## src/rtl/call_stack_pkg.sv

```systemverilog
// Shared types for the return-address stack: PC width default and op decode.
// Latency: n/a (types and a pure decode function only).
// Backpressure: none; every stack op completes in one cycle.
package call_stack_pkg;

  localparam int PC_W = 12;

  typedef enum logic [1:0] {
    OP_NONE,
    OP_PUSH,
    OP_POP,
    OP_REPLACE
  } op_e;

  // push&pop on an empty stack has no top to replace, so it degrades to a plain push.
  function automatic op_e decode_op(input logic push, input logic pop, input logic empty);
    op_e op;
    case ({push, pop})
      2'b10:   op = OP_PUSH;
      2'b01:   op = OP_POP;
      2'b11:   op = empty ? OP_PUSH : OP_REPLACE;
      default: op = OP_NONE;
    endcase
    return op;
  endfunction

endpackage

```

## src/rtl/call_stack_if.sv

```systemverilog
// Bundle between the datapath/controller and the call stack.
// Latency: n/a (wires only); stack_out is combinational from the stack's top.
// Backpressure: none; full/empty are status only, misuse sets the sticky error flags.
// Signals: push/pop/stack_in (datapath -> stack); stack_out, count, empty, full,
//          overflow, underflow and, with CALL_STACK_HWM_EN defined, hwm (stack -> datapath).
interface call_stack_if
  import call_stack_pkg::*;
#(
  parameter int WIDTH = PC_W,
  parameter int DEPTH = 8
);
  localparam int PTR_W = $clog2(DEPTH + 1);

  logic             push;
  logic             pop;
  logic [WIDTH-1:0] stack_in;
  logic [WIDTH-1:0] stack_out;
  logic [PTR_W-1:0] count;
  logic             empty;
  logic             full;
  logic             overflow;
  logic             underflow;
`ifdef CALL_STACK_HWM_EN
  logic [PTR_W-1:0] hwm;

  modport master (output push, pop, stack_in,
                  input  stack_out, count, empty, full, overflow, underflow, hwm);
  modport slave  (input  push, pop, stack_in,
                  output stack_out, count, empty, full, overflow, underflow, hwm);
`else
  modport master (output push, pop, stack_in,
                  input  stack_out, count, empty, full, overflow, underflow);
  modport slave  (input  push, pop, stack_in,
                  output stack_out, count, empty, full, overflow, underflow);
`endif

endinterface

```

## src/rtl/call_stack_mem.sv

```systemverilog
// DEPTH x WIDTH register array holding the return addresses.
// Latency: write lands at the posedge; read is combinational from i_raddr.
// Backpressure: none.
// Ports: i_clk, i_we/i_waddr/i_wdata (sync write), i_raddr/o_rdata (async read).
module call_stack_mem #(
  parameter int WIDTH = 12,
  parameter int DEPTH = 8,
  parameter int AW    = $clog2(DEPTH)
) (
  input  logic             i_clk,
  input  logic             i_we,
  input  logic [AW-1:0]    i_waddr,
  input  logic [WIDTH-1:0] i_wdata,
  input  logic [AW-1:0]    i_raddr,
  output logic [WIDTH-1:0] o_rdata
);

  // Storage is deliberately never cleared; occupancy alone decides what is valid.
  logic [WIDTH-1:0] r_mem [DEPTH];

  always_ff @(posedge i_clk) begin
    if (i_we) r_mem[i_waddr] <= i_wdata;
  end

  assign o_rdata = r_mem[i_raddr];

endmodule

```

## src/rtl/call_stack.sv

```systemverilog
// Return-address LIFO: CALL pushes pc+1, RET reads the top in the same cycle and pops at the edge.
// Latency: stack_out combinational; count/flags update at the posedge of the op.
// Backpressure: none; push-while-full and pop-while-empty are dropped and set sticky flags.
// Ports: clk, reset (sync, active-low), bus (call_stack_if.slave).
// Optional: CALL_STACK_HWM_EN adds bus.hwm, the peak occupancy since reset.
module call_stack
  import call_stack_pkg::*;
#(
  parameter int WIDTH = PC_W,
  parameter int DEPTH = 8
) (
  input  logic         clk,
  input  logic         reset,
  call_stack_if.slave  bus
);

  localparam int PTR_W = $clog2(DEPTH + 1);
  localparam int AW    = $clog2(DEPTH);

  logic [PTR_W-1:0] r_count;
  logic             r_overflow;
  logic             r_underflow;

  op_e              w_op;
  logic [PTR_W-1:0] w_count_nxt;
  logic             w_empty;
  logic             w_full;
  logic             w_we;
  logic [AW-1:0]    w_waddr;
  logic [AW-1:0]    w_top_addr;
  logic [WIDTH-1:0] w_rdata;

  assign w_empty    = (r_count == '0);
  assign w_full     = (r_count == PTR_W'(DEPTH));
  assign w_top_addr = AW'(r_count - PTR_W'(1));
  assign w_op       = decode_op(bus.push, bus.pop, w_empty);

  always_comb begin
    w_count_nxt = r_count;
    w_we        = 1'b0;
    w_waddr     = w_top_addr;
    case (w_op)
      OP_PUSH: begin
        if (!w_full) begin
          w_we        = 1'b1;
          w_waddr     = AW'(r_count);
          w_count_nxt = r_count + PTR_W'(1);
        end
      end
      OP_POP: begin
        if (!w_empty) w_count_nxt = r_count - PTR_W'(1);
      end
      OP_REPLACE: w_we = 1'b1;
      default: ;
    endcase
  end

  // Reset wins over any op in the same cycle, including the array write.
  call_stack_mem #(
    .WIDTH (WIDTH),
    .DEPTH (DEPTH),
    .AW    (AW)
  ) u_mem (
    .i_clk   (clk),
    .i_we    (w_we & reset),
    .i_waddr (w_waddr),
    .i_wdata (bus.stack_in),
    .i_raddr (w_top_addr),
    .o_rdata (w_rdata)
  );

  always_ff @(posedge clk) begin
    if (!reset) begin
      r_count     <= '0;
      r_overflow  <= 1'b0;
      r_underflow <= 1'b0;
    end else begin
      r_count <= w_count_nxt;
      // push&pop while full is a legal replace, so only a lone push overflows.
      if (bus.push && !bus.pop && w_full) r_overflow  <= 1'b1;
      if (bus.pop && w_empty)             r_underflow <= 1'b1;
    end
  end

`ifdef CALL_STACK_HWM_EN
  logic [PTR_W-1:0] r_hwm;

  // count never exceeds DEPTH, so tracking the max saturates naturally.
  always_ff @(posedge clk) begin
    if (!reset)                    r_hwm <= '0;
    else if (w_count_nxt > r_hwm)  r_hwm <= w_count_nxt;
  end

  assign bus.hwm = r_hwm;
`endif

  assign bus.stack_out = w_empty ? '0 : w_rdata;
  assign bus.count     = r_count;
  assign bus.empty     = w_empty;
  assign bus.full      = w_full;
  assign bus.overflow  = r_overflow;
  assign bus.underflow = r_underflow;

endmodule

```

## src/flat_wrapper.sv

```systemverilog
// flat-port wrapper written by rule: the top's interface ports become plain ports
module call_stack_flat import call_stack_pkg::*;
#(
  parameter int WIDTH = PC_W,
  parameter int DEPTH = 8
)
  (clk, reset, bus_push, bus_pop, bus_stack_in, bus_stack_out, bus_count, bus_empty, bus_full, bus_overflow, bus_underflow);
  call_stack_if #(.WIDTH(WIDTH), .DEPTH(DEPTH)) bus_i ();
  input  logic clk;
  input  logic reset;
  input wire logic [$bits(bus_i.push)-1:0] bus_push;
  input wire logic [$bits(bus_i.pop)-1:0] bus_pop;
  input wire logic [$bits(bus_i.stack_in)-1:0] bus_stack_in;
  output wire logic [$bits(bus_i.stack_out)-1:0] bus_stack_out;
  output wire logic [$bits(bus_i.count)-1:0] bus_count;
  output wire logic [$bits(bus_i.empty)-1:0] bus_empty;
  output wire logic [$bits(bus_i.full)-1:0] bus_full;
  output wire logic [$bits(bus_i.overflow)-1:0] bus_overflow;
  output wire logic [$bits(bus_i.underflow)-1:0] bus_underflow;
  assign bus_i.push = bus_push;
  assign bus_i.pop = bus_pop;
  assign bus_i.stack_in = bus_stack_in;
  assign bus_stack_out = bus_i.stack_out;
  assign bus_count = bus_i.count;
  assign bus_empty = bus_i.empty;
  assign bus_full = bus_i.full;
  assign bus_overflow = bus_i.overflow;
  assign bus_underflow = bus_i.underflow;
  call_stack #(.WIDTH(WIDTH), .DEPTH(DEPTH)) u_core (.clk(clk), .reset(reset), .bus(bus_i));
endmodule
```

## config.mk

```make
export PLATFORM = sky130hd
export DESIGN_NAME = call_stack_flat
export DESIGN_NICKNAME = d
export VERILOG_FILES = /design/src/rtl/call_stack_pkg.sv /design/src/rtl/call_stack_if.sv /design/src/rtl/call_stack_mem.sv /design/src/rtl/call_stack.sv /design/src/flat_wrapper.sv
export SDC_FILE = /design/constraint.sdc
export NUM_CORES = 1
export LEC_CHECK = 0
export BUFFER_PORTS_ARGS = -buffer_cell sky130_fd_sc_hd__buf_2
export CORE_ASPECT_RATIO = 0.5
export CORE_UTILIZATION = 40
export DETAILED_ROUTE_END_ITERATION = 12
export PLACE_DENSITY_LB_ADDON = 0.12
export SYNTH_ARGS = -nofsm -noshare
export SYNTH_HDL_FRONTEND = slang
export SYNTH_SLANG_ARGS = --single-unit
```

## constraint.sdc

```tcl
create_clock -name clk -period 7.5 [get_ports clk]
set_input_delay 1.875 -clock clk [delete_from_list [all_inputs] [get_ports clk]]
set_output_delay 1.875 -clock clk [all_outputs]
set_load 0.03 [all_outputs]
```

### Yosys cells after proc, flatten, opt, wreduce, memory -nomap -nowiden

Memory sizes are Yosys's and may differ from the RTL's.
Index checks and enable logic that the tools add are counted.

| operators by class | value |
|---|---|
| add/sub/neg operators | 2 |
| equality and inequality tests | 9 |
| multiplexer cells | 12 |
| bitwise operators | 1 |
| reductions and logical operators | 7 |

Operators with widths:

| kind | number |
|---|---|
| 12-bit two-way mux | 1 |
| 2-bit == test (second input constant) | 4 |
| 4-bit two-way mux | 2 |
| 4-bit case mux with 2 select lines | 1 |
| 3-bit two-way mux | 2 |
| 2-bit case mux with 3 select lines | 1 |
| 4-bit by 1-bit adder with 4-bit output (second input constant) | 1 |
| 2-bit by 1-bit == test with 1-bit output (second input constant) | 2 |
| 4-bit == test (second input constant) | 1 |
| 4-bit logical NOT | 1 |
| 2-bit inequality test (second input constant) | 2 |
| 4-bit by 1-bit subtractor with 4-bit output (second input constant) | 1 |
| 1-bit logical AND | 3 |
| 1-bit two-way mux | 3 |
| 3-bit AND reduction | 1 |
| 2-bit two-way mux | 1 |
| 1-bit case mux with 2 select lines | 1 |
| 2-bit nonzero test | 1 |
| 1-bit bitwise AND | 1 |
| 1-bit logical NOT | 1 |

| word-level totals | value |
|---|---|
| register bits after elaboration | 6 |
| memory bits (writable) | 96 |
| logic and storage cells | 35 |
| memories | 1 |

Memory list:

| memory | words | bits a word | rd ports | clocked after Yosys merged registers in | wr ports | line | text |
|---|---|---|---|---|---|---|---|
| u_core.u_mem.r_mem | 8 | 12 | 1 | 0 | 1 | call_stack_mem.sv:19 | `logic [WIDTH-1:0] r_mem [DEPTH];` |

### Longest topological paths before layout

| logic depth | value |
|---|---|
| word-level depth | 8 |
| depth in mapped cells | 9 |
| gate-level depth less buffers | 6 |

### Hierarchy

From an unflattened synthesis, not the netlist that was laid out.

| second synthesis, totals | value |
|---|---|
| cells, all modules | 224 |
| area, all modules | 4,317.9 um^2 |

Modules (own cells, without submodules):

| module | times used | cells an instance | area each (um^2) | sequential area each (um^2) |
|---|---|---|---|---|
| call_stack_mem | 1 | 152 | 3,747.3 | 2,882.8 |
| call_stack | 1 | 72 | 570.5 | 120.1 |

### Worst setup path after synthesis

Ideal clock, no wire load.

| timing | value |
|---|---|
| kind | register to output |
| start point | register u_core.r_count[0] (netlist: u_core.bus.count[0]) |
| end point | output bus_stack_out[6] |
| arrival | 2.506 ns |
| path slack | 3.119 ns |
| cell stages (with the launch flop) | 10 |
| cells stage by stage | dfxtp_1 buf_2 buf_2 inv_1 ha_1 buf_2 buf_2 mux4_2 nand2_1 a21oi_1 |

| between the ends | value |
|---|---|
| longest elaborated chain between the ends | 3 |

Ends and longest elaborated chain:

| what | line | text |
|---|---|---|
| from (decl) | call_stack.sv:20 | `logic [PTR_W-1:0] r_count;` |
| from (signal assigned) | call_stack.sv:78 | `r_count <= w_count_nxt;` |
| 4-bit by 1-bit subtractor with 4-bit output | call_stack.sv:35 | `assign w_top_addr = AW'(r_count - PTR_W'(1));` |
| memory 8 x 12 bit | -- |  |
| 12-bit two-way mux * | call_stack.sv:97 | `assign bus.stack_out = w_empty ? '0 : w_rdata;` |
| to (decl) | flat_wrapper.sv:14 | `output wire logic [$bits(bus_i.stack_out)-1:0] bus_stack_out;` |

Every way passes the cells marked *; elsewhere a longest branch is shown, timed or not.

### Worst setup path in the final report

| timing | value |
|---|---|
| start point | register u_core.r_count[0] (netlist: u_core.bus.count[0]) |
| end point | output bus_stack_out[3] |

Same word-level chain as after synthesis.

==> flow_summary.toml <==
[status]
status = "finished clean"

[clocking]
numClockSinks = 102
cts_tree = "built"
cts_root_buf = "clkbuf_16"
numCtsBuffers = 9
cts_resized = 0
path_clk_slew_ns = 0.07
cts_hold_buf = 0
cts_buffer_depth = 2
htreeDepth = 3
clock_latency_ns = 0.34
post-cts-setup-buffer-count = 0

[critical_path]
path_class = "reg -> out"
worstPathCellList = "buf_4 -> inv_1 -> ha_1 -> xor2_1 -> buf_4 -> nand2_1 -> a21oi_1 -> buf_2"
slowest_delay_ns = 0.70
worstPathRequired_ns = 5.62
cp_max_fo = 36
cp-start-kind = "flip-flop"
setup.worst_path.end_class = "output port"
cp_common_cell = "buf_4"
crit_path_top_delay_cell = "xor2_1"
critPathArrivalTime_ns = 3.26

[pwr]
worst_ir_drop_vdd_uv = 117
p_per_area_mw_per_mm2 = 320
cellLeakagePower_uw = 0.00166
power_uw = 1550

[synthesis]
yosys_most_used_dff = "edfxtp_1"
yosysWarningCount = 0
syn_area_mm2 = 0.00421
synthTopCellsByArea = "edfxtp_1 (69%), mux4_2 (13%), dfxtp_1 (2.9%)"
synth_top_area_share_pct = 68.5
synth_cell_types = 36
yosysMostFrequentCell = "edfxtp_1"
syn_avg_cell_area_um2 = 17.4
synth_fp_nets = 260
yosys-top-cells-count = "edfxtp_1 (96), nand2_1 (28), mux4_2 (24), nor2_1 (18), a21oi_1 (15)"
synth_cells = 242
synth_seq_cells = 102
synth_edf_count = 96
async_flop_share_pct = 0
ys_seq_area_share_pct = 71.4
yosysTopAreaCell = "edfxtp_1"

[detailed_routing]
vias = 2178
postRouteAntennaNets = 0
avgViaCountPerCell = 5.11
first_iter_violations = 188
drtPass1Iterations = 4
routed_wirelength_um = 8440
avgRoutedWirePerCell_um = 19.8
drcViolationCount = 0

[sta]
period_share_pct = 68.4
max_freq_mhz = 195
tightest_slew_ns = 0.916
fin_tns_setup_ns = 0
clock_skew_ns = 0.00458
layout_setup_ws_ns = 2.37
final-setup-viol-count = 0
rsz0062_at_grt = "no"
slew_headroom_pct = 38.9
final_max_slew_viol_count = 0
period_minus_slack_ns = 5.13
hold_violations = 0

[global_route]
grt_max_degree = 37
grt_pass1_wl_um = 12800
grt_antenna_before_repair = 0
grt_pass1_vias = 2218
grt_use_total_pct = 16.7
grt_overflow = 0

[die]
rows = 26
die_w_um = 147
fp.dieH_um = 74.5
coreArea_mm2 = 0.0102
boundaryPins = 36
die_area_mm2 = 0.0110
initial_utilization_pct = 41.2

[cells_and_area]
drive_gt1_share_pct = 31.5
nets = 300
num_antenna_cells = 0
area_delta_synth_final_pct = 15.2

[place]
dp_hpwl_um = 5060
io_buffer_count = 35
finalWeightedCongestion = 0.770
place_ws_ns = 2.65

[hold_path]
hp-class = "reg -> reg"

[run]
maxCapViolCount = 0
-- power by group --
group	total (uW)	switching [uW]	internal, uW	leakage, uW
clock network	454	196	258	0.000137
registers	662	11.3	650	0.000917
logic	435	276	159	0.000608
-- metrics by stage --
stage	cells	area (um^2)	hold WS [ns]	util, %
2_1_floorplan	242	4210	0.621	-
3_3_place_gp	411	4560	0.448	44.6
3_5_place_dp	411	4560	0.471	44.6
4_1_cts	426	4850	0.487	47.4
5_1_grt	426	4850	0.516	47.4
6_report	426	4850	0.474	47.4
-- critical path, delay by kind of cell, from the launching register on --
family / cells / cell delay, ns
AOI/OAI and AO/OA: 1 / 0.20
and+or+nand+nor: 1 / 0.06
adders and majority gates: 1 / 0.40
xor gates and xnor gates: 1 / 0.70
buffers and inverters: 4 / 1.22
DFF: 1 / 0.31
-- flip-flops by register name, indices dropped and copies added (netlist names) --
name,flops
u_core.u_mem.r_mem,96
u_core.bus.count,4
u_core.bus.overflow,1
u_core.bus.underflow,1
-- cells by family after synthesis --
family	share of synthesized area (%)
simple gates	6.51
mux	14.3
flops	71.4
xor+xnor	1.01
fa+ha+maj	0.595
compound gates	3.93
buf+inv	2.32
-- cell usage in the layout, fill, tap and decap left out, types with 2 or more instances in the layout --
cell       Yosys  layout
nor2_2         0       4
nor2b_1        2       2
a21oi_1       15      15
nand2_1       28      28
mux4_2        24      24
a31oi_1        2       2
buf_2          6      35
o21ai_0        3       3
xor2_1         2       2
dfxtp_1        6       5
clkbuf_16      0       9
edfxtp_1      96      96
inv_1          5       5
nor2_1        18      14
buf_4          3       8
mux2i_1        6       6
ha_1           2       2
-- metal layers --
layer / wire length [um] / GRT usage [%] / vias to the layer above
li1: - / - / 1017
met1: 4120 / 23.2 / 1104
met2: 3800 / 25.7 / 51
met3: 451 / 4.97 / 6
met4: 68 / 5.61 / 0
met5: 0 / 0 / -
-- path summary, 6_finish.rpt --
path	start	end	slack (ns)	cells past startpoint
min	u_core.bus.underflow	u_core.bus.underflow	0.47	2
max reg2reg	u_core.bus.count[0]	u_core.u_mem.r_mem[5][11]	3.96	7
min reg2reg	u_core.bus.underflow	u_core.bus.underflow	0.47	2
max	u_core.bus.count[0]	bus_stack_out[3]	2.37	8
-- cell type report --
cell class | instances | area [um^2]
Clock buffer | 10 | 229
Clock inverter | 5 | 58.8
Fill cell | 892 | 5370
Inverter | 5 | 18.8
Multi-Input combinational cell | 121 | 1120
Sequential cell | 102 | 3000
Tap cell | 140 | 175
Timing Repair Buffer | 43 | 235
Power figures use the tool's default switching activity.
